`config.mk`:
```
export PLATFORM = sky130hd
export DESIGN_NAME = udma_spim_mch_reg_if
export DESIGN_NICKNAME = d
export VERILOG_FILES = /design/src/rtl/udma_spim_mch_reg_if.sv
export SDC_FILE = /design/constraint.sdc
export NUM_CORES = 1
export LEC_CHECK = 0
export ABC_AREA = 1
export BUFFER_PORTS_ARGS = -buffer_cell sky130_fd_sc_hd__buf_2
export CORE_MARGIN = 1.5
export CORE_UTILIZATION = 42
export DETAILED_ROUTE_END_ITERATION = 10
export GPL_ROUTABILITY_DRIVEN = 0
export GPL_TIMING_DRIVEN = 0
export MAX_ROUTING_LAYER = met4
export PLACE_DENSITY = 0.77
export RECOVER_POWER = 100
export SLEW_MARGIN = 25
export SYNTH_ARGS = -nofsm -noshare
export SYNTH_HDL_FRONTEND = slang
export SYNTH_SLANG_ARGS = --single-unit
export TNS_END_PERCENT = 5
```
`constraint.sdc`:
```
create_clock -name clk_i -period 1.3 [get_ports clk_i]
set_input_delay 0.065 -clock clk_i [delete_from_list [all_inputs] [get_ports clk_i]]
set_output_delay 0.065 -clock clk_i [all_outputs]
set_load 0.01 [all_outputs]
```
`src/rtl/udma_spim_mch_reg_if.sv`:
```
// SPIM uDMA register interface for N_CH identical channels: config registers, command-stream
// channel setup, sticky done/overflow status with masked interrupt, and write stall on collisions.
module udma_spim_mch_reg_if #(
  parameter int unsigned N_CH           = 3,
  parameter int unsigned L2_AWIDTH_NOAL = 12,
  parameter int unsigned TRANS_SIZE     = 16
) (
  input  logic                             clk_i,
  input  logic                             rstn_i,
  input  logic [31:0]                      cfg_data_i,
  input  logic [4:0]                       cfg_addr_i,
  input  logic                             cfg_valid_i,
  input  logic                             cfg_rwn_i,
  output logic [31:0]                      cfg_data_o,
  output logic                             cfg_ready_o,
  output logic [N_CH*L2_AWIDTH_NOAL-1:0]   cfg_startaddr_o,
  output logic [N_CH*TRANS_SIZE-1:0]       cfg_size_o,
  output logic [N_CH*2-1:0]                cfg_datasize_o,
  output logic [N_CH-1:0]                  cfg_continuous_o,
  output logic [N_CH-1:0]                  cfg_en_o,
  output logic [N_CH-1:0]                  cfg_clr_o,
  input  logic [N_CH-1:0]                  cfg_en_i,
  input  logic [N_CH-1:0]                  cfg_pending_i,
  input  logic [N_CH*L2_AWIDTH_NOAL-1:0]   cfg_curr_addr_i,
  input  logic [N_CH*TRANS_SIZE-1:0]       cfg_bytes_left_i,
  input  logic [31:0]                      udma_cmd_i,
  input  logic                             udma_cmd_valid_i,
  input  logic                             udma_cmd_ready_i,
  output logic                             irq_o
);

  // SPIM command opcodes for channel setup
  localparam logic [3:0] SpiCmdSetupUca = 4'hD;
  localparam logic [3:0] SpiCmdSetupUcs = 4'hE;
  localparam logic [4:0] AddrIrqEn      = 5'h1C;
  localparam logic [4:0] AddrIrqStatus  = 5'h1D;

  logic [N_CH-1:0][L2_AWIDTH_NOAL-1:0] startaddr_q, startaddr_d;
  logic [N_CH-1:0][TRANS_SIZE-1:0]     size_q, size_d;
  logic [N_CH-1:0][1:0]                datasize_q, datasize_d;
  logic [N_CH-1:0] continuous_q, continuous_d;
  logic [N_CH-1:0] en_q, en_d, clr_q, clr_d;
  logic [N_CH-1:0] done_q, done_d, ovf_q, ovf_d;
  logic [N_CH-1:0] en_prev_q, irq_en_q, irq_en_d;
  logic            irq_q, irq_d;

  logic [N_CH-1:0] en_req, w1c_done, w1c_ovf, irq_status;
  logic [3:0]      cmd_op;
  logic [2:0]      cmd_ch;
  logic            cmd_fire, cmd_is_ucs, wr_acc;
  logic            unused_bits;

  assign cmd_op     = udma_cmd_i[31:28];
  assign cmd_ch     = udma_cmd_i[27:25];
  assign cmd_is_ucs = (cmd_op == SpiCmdSetupUcs);
  // Commands addressing a nonexistent channel do not fire, so they never stall a write either.
  assign cmd_fire   = udma_cmd_valid_i & udma_cmd_ready_i &
                      ((cmd_op == SpiCmdSetupUca) | cmd_is_ucs) & ({29'd0, cmd_ch} < N_CH);
  assign cfg_ready_o = ~(cmd_fire & cfg_valid_i & ~cfg_rwn_i);
  assign wr_acc      = cfg_valid_i & ~cfg_rwn_i & ~cmd_fire;
  assign irq_status  = done_q | ovf_q;
  assign unused_bits = ^{cfg_data_i, udma_cmd_i};

  always_comb begin
    startaddr_d  = startaddr_q;
    size_d       = size_q;
    datasize_d   = datasize_q;
    continuous_d = continuous_q;
    irq_en_d     = irq_en_q;
    en_d         = '0;
    clr_d        = '0;
    done_d       = done_q;
    ovf_d        = ovf_q;
    en_req       = '0;
    w1c_done     = '0;
    w1c_ovf      = '0;
    for (int unsigned c = 0; c < N_CH; c++) begin
      if (wr_acc) begin
        if (cfg_addr_i == 5'(c * 4)) startaddr_d[c] = cfg_data_i[L2_AWIDTH_NOAL-1:0];
        if (cfg_addr_i == 5'(c * 4 + 1)) size_d[c] = cfg_data_i[TRANS_SIZE-1:0];
        if (cfg_addr_i == 5'(c * 4 + 2)) begin
          continuous_d[c] = cfg_data_i[0];
          datasize_d[c]   = cfg_data_i[2:1];
          en_req[c]       = cfg_data_i[4];
          clr_d[c]        = cfg_data_i[5];
        end
        if (cfg_addr_i == 5'(c * 4 + 3)) begin
          w1c_done[c] = cfg_data_i[0];
          w1c_ovf[c]  = cfg_data_i[1];
        end
      end
      if (cmd_fire && (cmd_ch == 3'(c))) begin
        if (cmd_is_ucs) begin
          size_d[c]     = udma_cmd_i[TRANS_SIZE-1:0];
          datasize_d[c] = udma_cmd_i[24:23];
          en_req[c]     = 1'b1;
        end else begin
          startaddr_d[c] = udma_cmd_i[L2_AWIDTH_NOAL-1:0];
        end
      end
      // An enable request against a busy queue is refused and flagged as overflow.
      en_d[c]   = en_req[c] & ~cfg_pending_i[c];
      done_d[c] = (en_prev_q[c] & ~cfg_en_i[c] & ~cfg_pending_i[c]) |
                  (done_q[c] & ~w1c_done[c] & ~clr_q[c]);
      ovf_d[c]  = (en_req[c] & cfg_pending_i[c]) | (ovf_q[c] & ~w1c_ovf[c] & ~clr_q[c]);
    end
    if (wr_acc && (cfg_addr_i == AddrIrqEn)) irq_en_d = cfg_data_i[N_CH-1:0];
    irq_d = |(irq_en_q & irq_status);
  end

  always_comb begin
    cfg_data_o = '0;
    for (int unsigned c = 0; c < N_CH; c++) begin
      if (cfg_addr_i == 5'(c * 4)) begin
        cfg_data_o = 32'(cfg_curr_addr_i[c*L2_AWIDTH_NOAL +: L2_AWIDTH_NOAL]);
      end
      if (cfg_addr_i == 5'(c * 4 + 1)) begin
        cfg_data_o = 32'(cfg_bytes_left_i[c*TRANS_SIZE +: TRANS_SIZE]);
      end
      if (cfg_addr_i == 5'(c * 4 + 2)) begin
        cfg_data_o = {26'h0, cfg_pending_i[c], cfg_en_i[c], 1'b0, datasize_q[c], continuous_q[c]};
      end
      if (cfg_addr_i == 5'(c * 4 + 3)) cfg_data_o = {30'h0, ovf_q[c], done_q[c]};
    end
    if (cfg_addr_i == AddrIrqEn)     cfg_data_o = 32'(irq_en_q);
    if (cfg_addr_i == AddrIrqStatus) cfg_data_o = 32'(irq_status);
  end

  always_ff @(posedge clk_i or negedge rstn_i) begin
    if (!rstn_i) begin
      startaddr_q  <= '0;
      size_q       <= '0;
      datasize_q   <= {N_CH{2'b10}};
      continuous_q <= '0;
      en_q         <= '0;
      clr_q        <= '0;
      done_q       <= '0;
      ovf_q        <= '0;
      en_prev_q    <= '0;
      irq_en_q     <= '0;
      irq_q        <= 1'b0;
    end else begin
      startaddr_q  <= startaddr_d;
      size_q       <= size_d;
      datasize_q   <= datasize_d;
      continuous_q <= continuous_d;
      en_q         <= en_d;
      clr_q        <= clr_d;
      done_q       <= done_d;
      ovf_q        <= ovf_d;
      en_prev_q    <= cfg_en_i;
      irq_en_q     <= irq_en_d;
      irq_q        <= irq_d;
    end
  end

  assign cfg_startaddr_o  = startaddr_q;
  assign cfg_size_o       = size_q;
  assign cfg_datasize_o   = datasize_q;
  assign cfg_continuous_o = continuous_q;
  assign cfg_en_o         = en_q;
  assign cfg_clr_o        = clr_q;
  assign irq_o            = irq_q;

endmodule

```
# Word-level counts from Yosys, hierarchy flattened
# Index checks and enable logic that the tools add are counted.
# W data, S select, Z words.
# totals
regBits,112
input_bits,165
out_inout_bits,133
wordCells,185
# op_classes
magnitude_cmp,1
eq_ne,17
mux,80
bitwise_logic,58
reduce_logical,10
# op_table
op,n
$mux W32,13
$mux W16,12
$mux W12,13
$and A1 B1 Y1,31
$mux W1,30
$mux W2,12
$eq A5 B3 Y1 const B,4
$eq A5 B4 Y1 const B,4
$not A1 Y1,18
$eq A5 B2 Y1 const B,2
$eq A5 B5 Y1 const B,2
$eq A4 B4 Y1 const B,2
$or A1 B1 Y1,7
$reduce_and A2 Y1,3
$eq A5 B1 Y1 const B,1
$logic_not A5 Y1,1
$logic_and A1 B1 Y1,4
$and A3 B3 Y3,1
$eq A3 B1 Y1 const B,1
$eq A3 B2 Y1 const B,1
$logic_not A3 Y1,1
$lt A3 B2 Y1 const B,1
$or A3 B3 Y3,1
$reduce_or A3 Y1,1

# Longest topological paths before layout
# depth
depth_word,15
depth_mapped,13
ltp_nobuf,13

# Least setup slack after synthesis
# Ideal clock, no wire load.
# synth_timing
path_kind,input to output
startpoint,in cfg_addr_i[0]
endpoint,out cfg_data_o[2]
arrival_ns,1.275
required_time_ns,1.235
setup_slack_ns,-0.040
stages,9
n_path_buf,2
cell_sequence,buf_2 > nor2_1 > nand2_1 > nor2_1 > clkbuf_1 > nand2_1 > nand3b_1 > nand2_1 > nand3_1
# synth_via
elab_chain_len,15
elab_cells_between_ends,28
cone_classes,eq/ne: 13; mux: 14; reduce/logical: 1
# synth_lines
element,line_no,source
from (decl),11,"input logic [4:0] cfg_addr_i,"
$logic_not A5 Y1,114,if (cfg_addr_i == 5'(c * 4)) begin
$mux W12,114,
$mux W32,117,if (cfg_addr_i == 5'(c * 4 + 1)) begin
$mux W32,120,if (cfg_addr_i == 5'(c * 4 + 2)) begin
$mux W32,123,"if (cfg_addr_i == 5'(c * 4 + 3)) cfg_data_o = {30'h0, ovf_q[c], done_q[c]};"
$mux W32,114,
$mux W32,117,
$mux W32,120,
$mux W32,123,
$mux W32,114,
$mux W32,117,
$mux W32,120,
$mux W32,123,
$mux W32,125,if (cfg_addr_i == AddrIrqEn) cfg_data_o = 32'(irq_en_q);
$mux W32 (*),126,if (cfg_addr_i == AddrIrqStatus) cfg_data_o = 32'(irq_status);
to (decl),14,"output logic [31:0] cfg_data_o,"
# Mark *: on every way between the ends. The rest lies on a longest branch, timed or not.

# Worst setup path in the final report
# layout_timing
startpoint,"reg continuous_q[0], in the netlist cfg_continuous_o[0]"
endpoint,out cfg_data_o[0]
# layout_via
elab_chain_len,12
# layout_lines
element,line_no,source
from (decl),41,"logic [N_CH-1:0] continuous_q, continuous_d;"
from (signal assigned),146,continuous_q <= continuous_d;
$mux W32,120,
$mux W32,123,
$mux W32,114,
$mux W32,117,
$mux W32,120,
$mux W32,123,
$mux W32,114,
$mux W32,117,
$mux W32,120,
$mux W32,123,
$mux W32,125,
$mux W32,126,
# Every way passes these cells.

==> qor.json <==
{
  "clock-root-buffer": {"value": "clkbuf_16"},
  "cp_max_fo": {"value": 2},
  "worstSetupEndpointType": {"value": "primary output"},
  "setup_total_negative_slack": {"value": -28.77, "unit": "ns"},
  "worstPathRequired": {"value": 1.24, "unit": "ns"},
  "report.final.hold_viol_count": {"value": 0},
  "num-nets-final": {"value": 1259},
  "grt_setup_unrepaired": {"value": "yes"},
  "die_w": {"value": 124, "unit": "um"},
  "routed-via-count": {"value": 7072},
  "period_needed": {"value": 1.82, "unit": "ns"},
  "tightest_slew": {"value": 1.14, "unit": "ns"},
  "place.port_buffers": {"value": 253},
  "min-delay-path-class": {"value": "input pin to flop"},
  "grt_max_degree": {"value": 72},
  "grt_pass1_vias": {"value": 6720},
  "core.rowCount": {"value": 43},
  "violations": {"value": "negative setup slack"},
  "core": {"value": 0.0140, "unit": "mm2"},
  "outcome": {"value": "finished with violations"},
  "detailroute.wirelength.met2": {"value": 11.9, "unit": "mm"},
  "cts-root-to-sink-buffers": {"value": 2},
  "grt_overflow": {"value": 0},
  "setup_viol": {"value": 178},
  "post-route-period-util": {"value": 140, "unit": "%"},
  "start_kind": {"value": "flop"},
  "combined_area_of_the_multi_input_logic_cells": {"value": 0.00297, "unit": "mm2"},
  "post-place-ws": {"value": -0.669, "unit": "ns"},
  "routed_wire_length_per_instance": {"value": 19.1, "unit": "um"},
  "max_cap_violations": {"value": 0},
  "clk_latency": {"value": 0.36, "unit": "ns"},
  "wl_met1": {"value": 9.73, "unit": "mm"},
  "cts.clk_slew.worst_paths": {"value": 0.08, "unit": "ns"},
  "power.leakage": {"value": 4.16, "unit": "nW"},
  "relSlewSlack": {"value": 24.3, "unit": "%"},
  "total_wire_length": {"value": 24.5, "unit": "mm"},
  "postSynthCellCount": {"value": 783},
  "ys_seq_area_share": {"value": 46.0, "unit": "%"},
  "drv_slew": {"value": 0},
  "cts_sinks": {"value": 112},
  "wire_length_of_the_first_global_routing_pass": {"value": 36.3, "unit": "mm"},
  "final_clock_skew": {"value": 0.00506, "unit": "ns"},
  "ios": {"value": 298},
  "antenna_violating_nets_post_route": {"value": 0},
  "timing.reg2reg.worst_path_depth": {"value": 3},
  "synthesis.area_per_instance": {"value": 7.79, "unit": "um2"},
  "firstDrtPassIters": {"value": 5},
  "p_per_area": {"value": 1210, "unit": "mW/mm2"},
  "cts_tree": {"value": "done"},
  "fraction_of_final_layout_cells_sized_beyond_drive_strength_1": {"value": 28.2, "unit": "%"},
  "area_growth_syn_to_layout": {"value": 39.1, "unit": "%"},
  "initial_util": {"value": 43.4, "unit": "%"},
  "remaining_drc_errors": {"value": 0},
  "finish.utilization": {"value": 60.4, "unit": "%"},
  "synth-seq-cells": {"value": 112},
  "synth.distinct_cells": {"value": 40},
  "maxClockFrequency": {"value": 551, "unit": "MHz"},
  "final_critical_path_setup_slack": {"value": -0.516, "unit": "ns"},
  "h_tree_depth_reported_by_cts": {"value": 3},
  "top_signal_layer_used": {"value": "met4"},
  "detailedPlacementHpwl": {"value": 17.4, "unit": "mm"},
  "mappedNetlistArea": {"value": 0.00610, "unit": "mm2"},
  "met3_wirelength": {"value": 2.27, "unit": "mm"},
  "ir_drop_worst_vdd": {"value": 0.000927, "unit": "V"},
  "hold_path_depth": {"value": 3},
  "cts_buffers": {"value": 9},
  "final.fill_count": {"value": 1331},
  "global_routing_usage_summed_across_all_routing_layers": {"value": 32.8, "unit": "%"},
  "dieArea": {"value": 0.0153, "unit": "mm2"},
  "antenna_found_initial": {"value": 2},
  "die_height": {"value": 124, "unit": "um"},
  "area.sequential": {"value": 0.00281, "unit": "mm2"},
  "critical_path_class": {"value": "flop to primary output"},
  "crit_arrival": {"value": 1.75, "unit": "ns"},
  "synthesis.yosys.warnings": {"value": 0},
  "route.detailed.vias_per_inst": {"value": 5.52},
  "drc_marker_count_from_the_first_detailed_route_iteration": {"value": 580}
}
-- critical path: stages (launching register included) --
cell      delay [ns]
dfrtp_1         0.39
o211ai_1        0.17
nand3_1         0.14
nand2_1         0.09
nand4_1         0.10
nor2_2          0.12
nand3_1         0.07
nand2_1         0.06
nand4_1         0.09
buf_2           0.16
-- cell families after synthesis --
logic type / after synthesis / share of synthesized area (%)
simple gates: 315 / 22.9
buf+inv: 117 / 9.21
compound gates: 238 / 21.8
flops: 112 / 46.0
other cells: 1 / 0.0615
-- per-layer routing --
metal	vias to the layer above	global-route usage, %
li1	3277	-
met3	58	8.81
met5	-	-
met4	0	11.8
met1	3316	39.4
met2	421	53.4
-- timing repair --
item / in CTS / in global routing
hold buffers: 8 / 0
endpoints found under the setup margin: 102 / 111
hold endpoints to repair: 51 / 0
gates resized for setup: 84 / 54
cloned: 2 / 1
pin swaps: 7 / 10
setup buffers: 15 / 5
-- placed cells by master, fill, tap and decap left out, drive strengths merged, types with 16 or more instances in the layout --
master	instances
buf	216
nand2	158
clkbuf	128
o21ai	124
dfrtp	109
nor2	103
o22ai	74
inv	59
nand3	29
a21oi	27
conb	16
-- flip-flops by register name, summed over array words and instances, names as in the netlist --
name and count:
cfg_continuous_o 3, cfg_size_o 48, en_prev_q 3, cfg_datasize_o 6
cfg_en_o 3, cfg_clr_o 3, irq_en_q 3, cfg_startaddr_o 36
done_q 3, irq_o 1, ovf_q 3
-- power breakdown --
part	switching, W	leakage [nW]	internal [W]
sequential	0.000448	1.40	0.00417
clock	0.00137	0.158	0.00176
combinational	0.00153	2.60	0.00101
total	0.00335	4.16	0.00695
-- area by class of cell --
| class | count | area share (%) |
|---|---|---|
| multi-input cells | 571 | 35.0 |
| flip-flops and latches | 112 | 33.1 |
| repair buffers | 283 | 17.3 |
| plain buffers | 58 | 5.10 |
| clock buffers | 11 | 2.86 |
| inverters | 59 | 2.86 |
| well taps | 180 | 2.65 |
| clock inverters | 5 | 1.03 |
| diodes | 2 | 0.0590 |
-- worst paths after layout --
path,start,endpoint,slack (ns)
setup / recovery,cfg_continuous_o[0],cfg_data_o[0],-0.52
hold / removal,cfg_data_i[13],cfg_size_o[29],0.01
setup reg to reg,cfg_datasize_o[0],cfg_datasize_o[0],0.32
hold reg to reg,cfg_size_o[33],cfg_size_o[33],0.51
max in group asynchronous,rstn_i,cfg_startaddr_o[24],-0.10
min in group asynchronous,rstn_i,cfg_size_o[0],0.47
-- synth_stat cells (all sizes together) --
master  number  area share (%)
a211oi       1            0.12
a21oi       27             2.2
a221oi       3            0.43
a22o         3            0.43
buf         41             4.4
clkbuf      17             1.1
conb         1           0.061
dfrtp      109              45
dfstp        3             1.3
inv         59             3.7
nand2      158              10
nand3       29             2.6
nand3b       4            0.49
nand4       10             1.3
nor2       101             6.8
nor3         9            0.82
nor3b        1            0.12
o211ai       2            0.25
o21ai      124              10
o22ai       74             7.6
o31ai        1            0.12
o32ai        3            0.43
or2          3            0.31
-- through the flow --
step / hold WS [ns] / cells / cell area, um2 / total power, W
2_1_floorplan: -0.231 / 798 / 6160 / 0.00578
3_3_place_gp: 0.207 / 1231 / 7650 / 0.00708
3_5_place_dp: 0.0103 / 1232 / 7680 / 0.00717
4_1_cts: 0.00406 / 1273 / 8430 / 0.0104
5_1_grt: 0.0173 / 1281 / 8480 / 0.0107
6_report: 0.0149 / 1281 / 8480 / 0.0103
No activity file was read; power rests on OpenSTA's default activity.
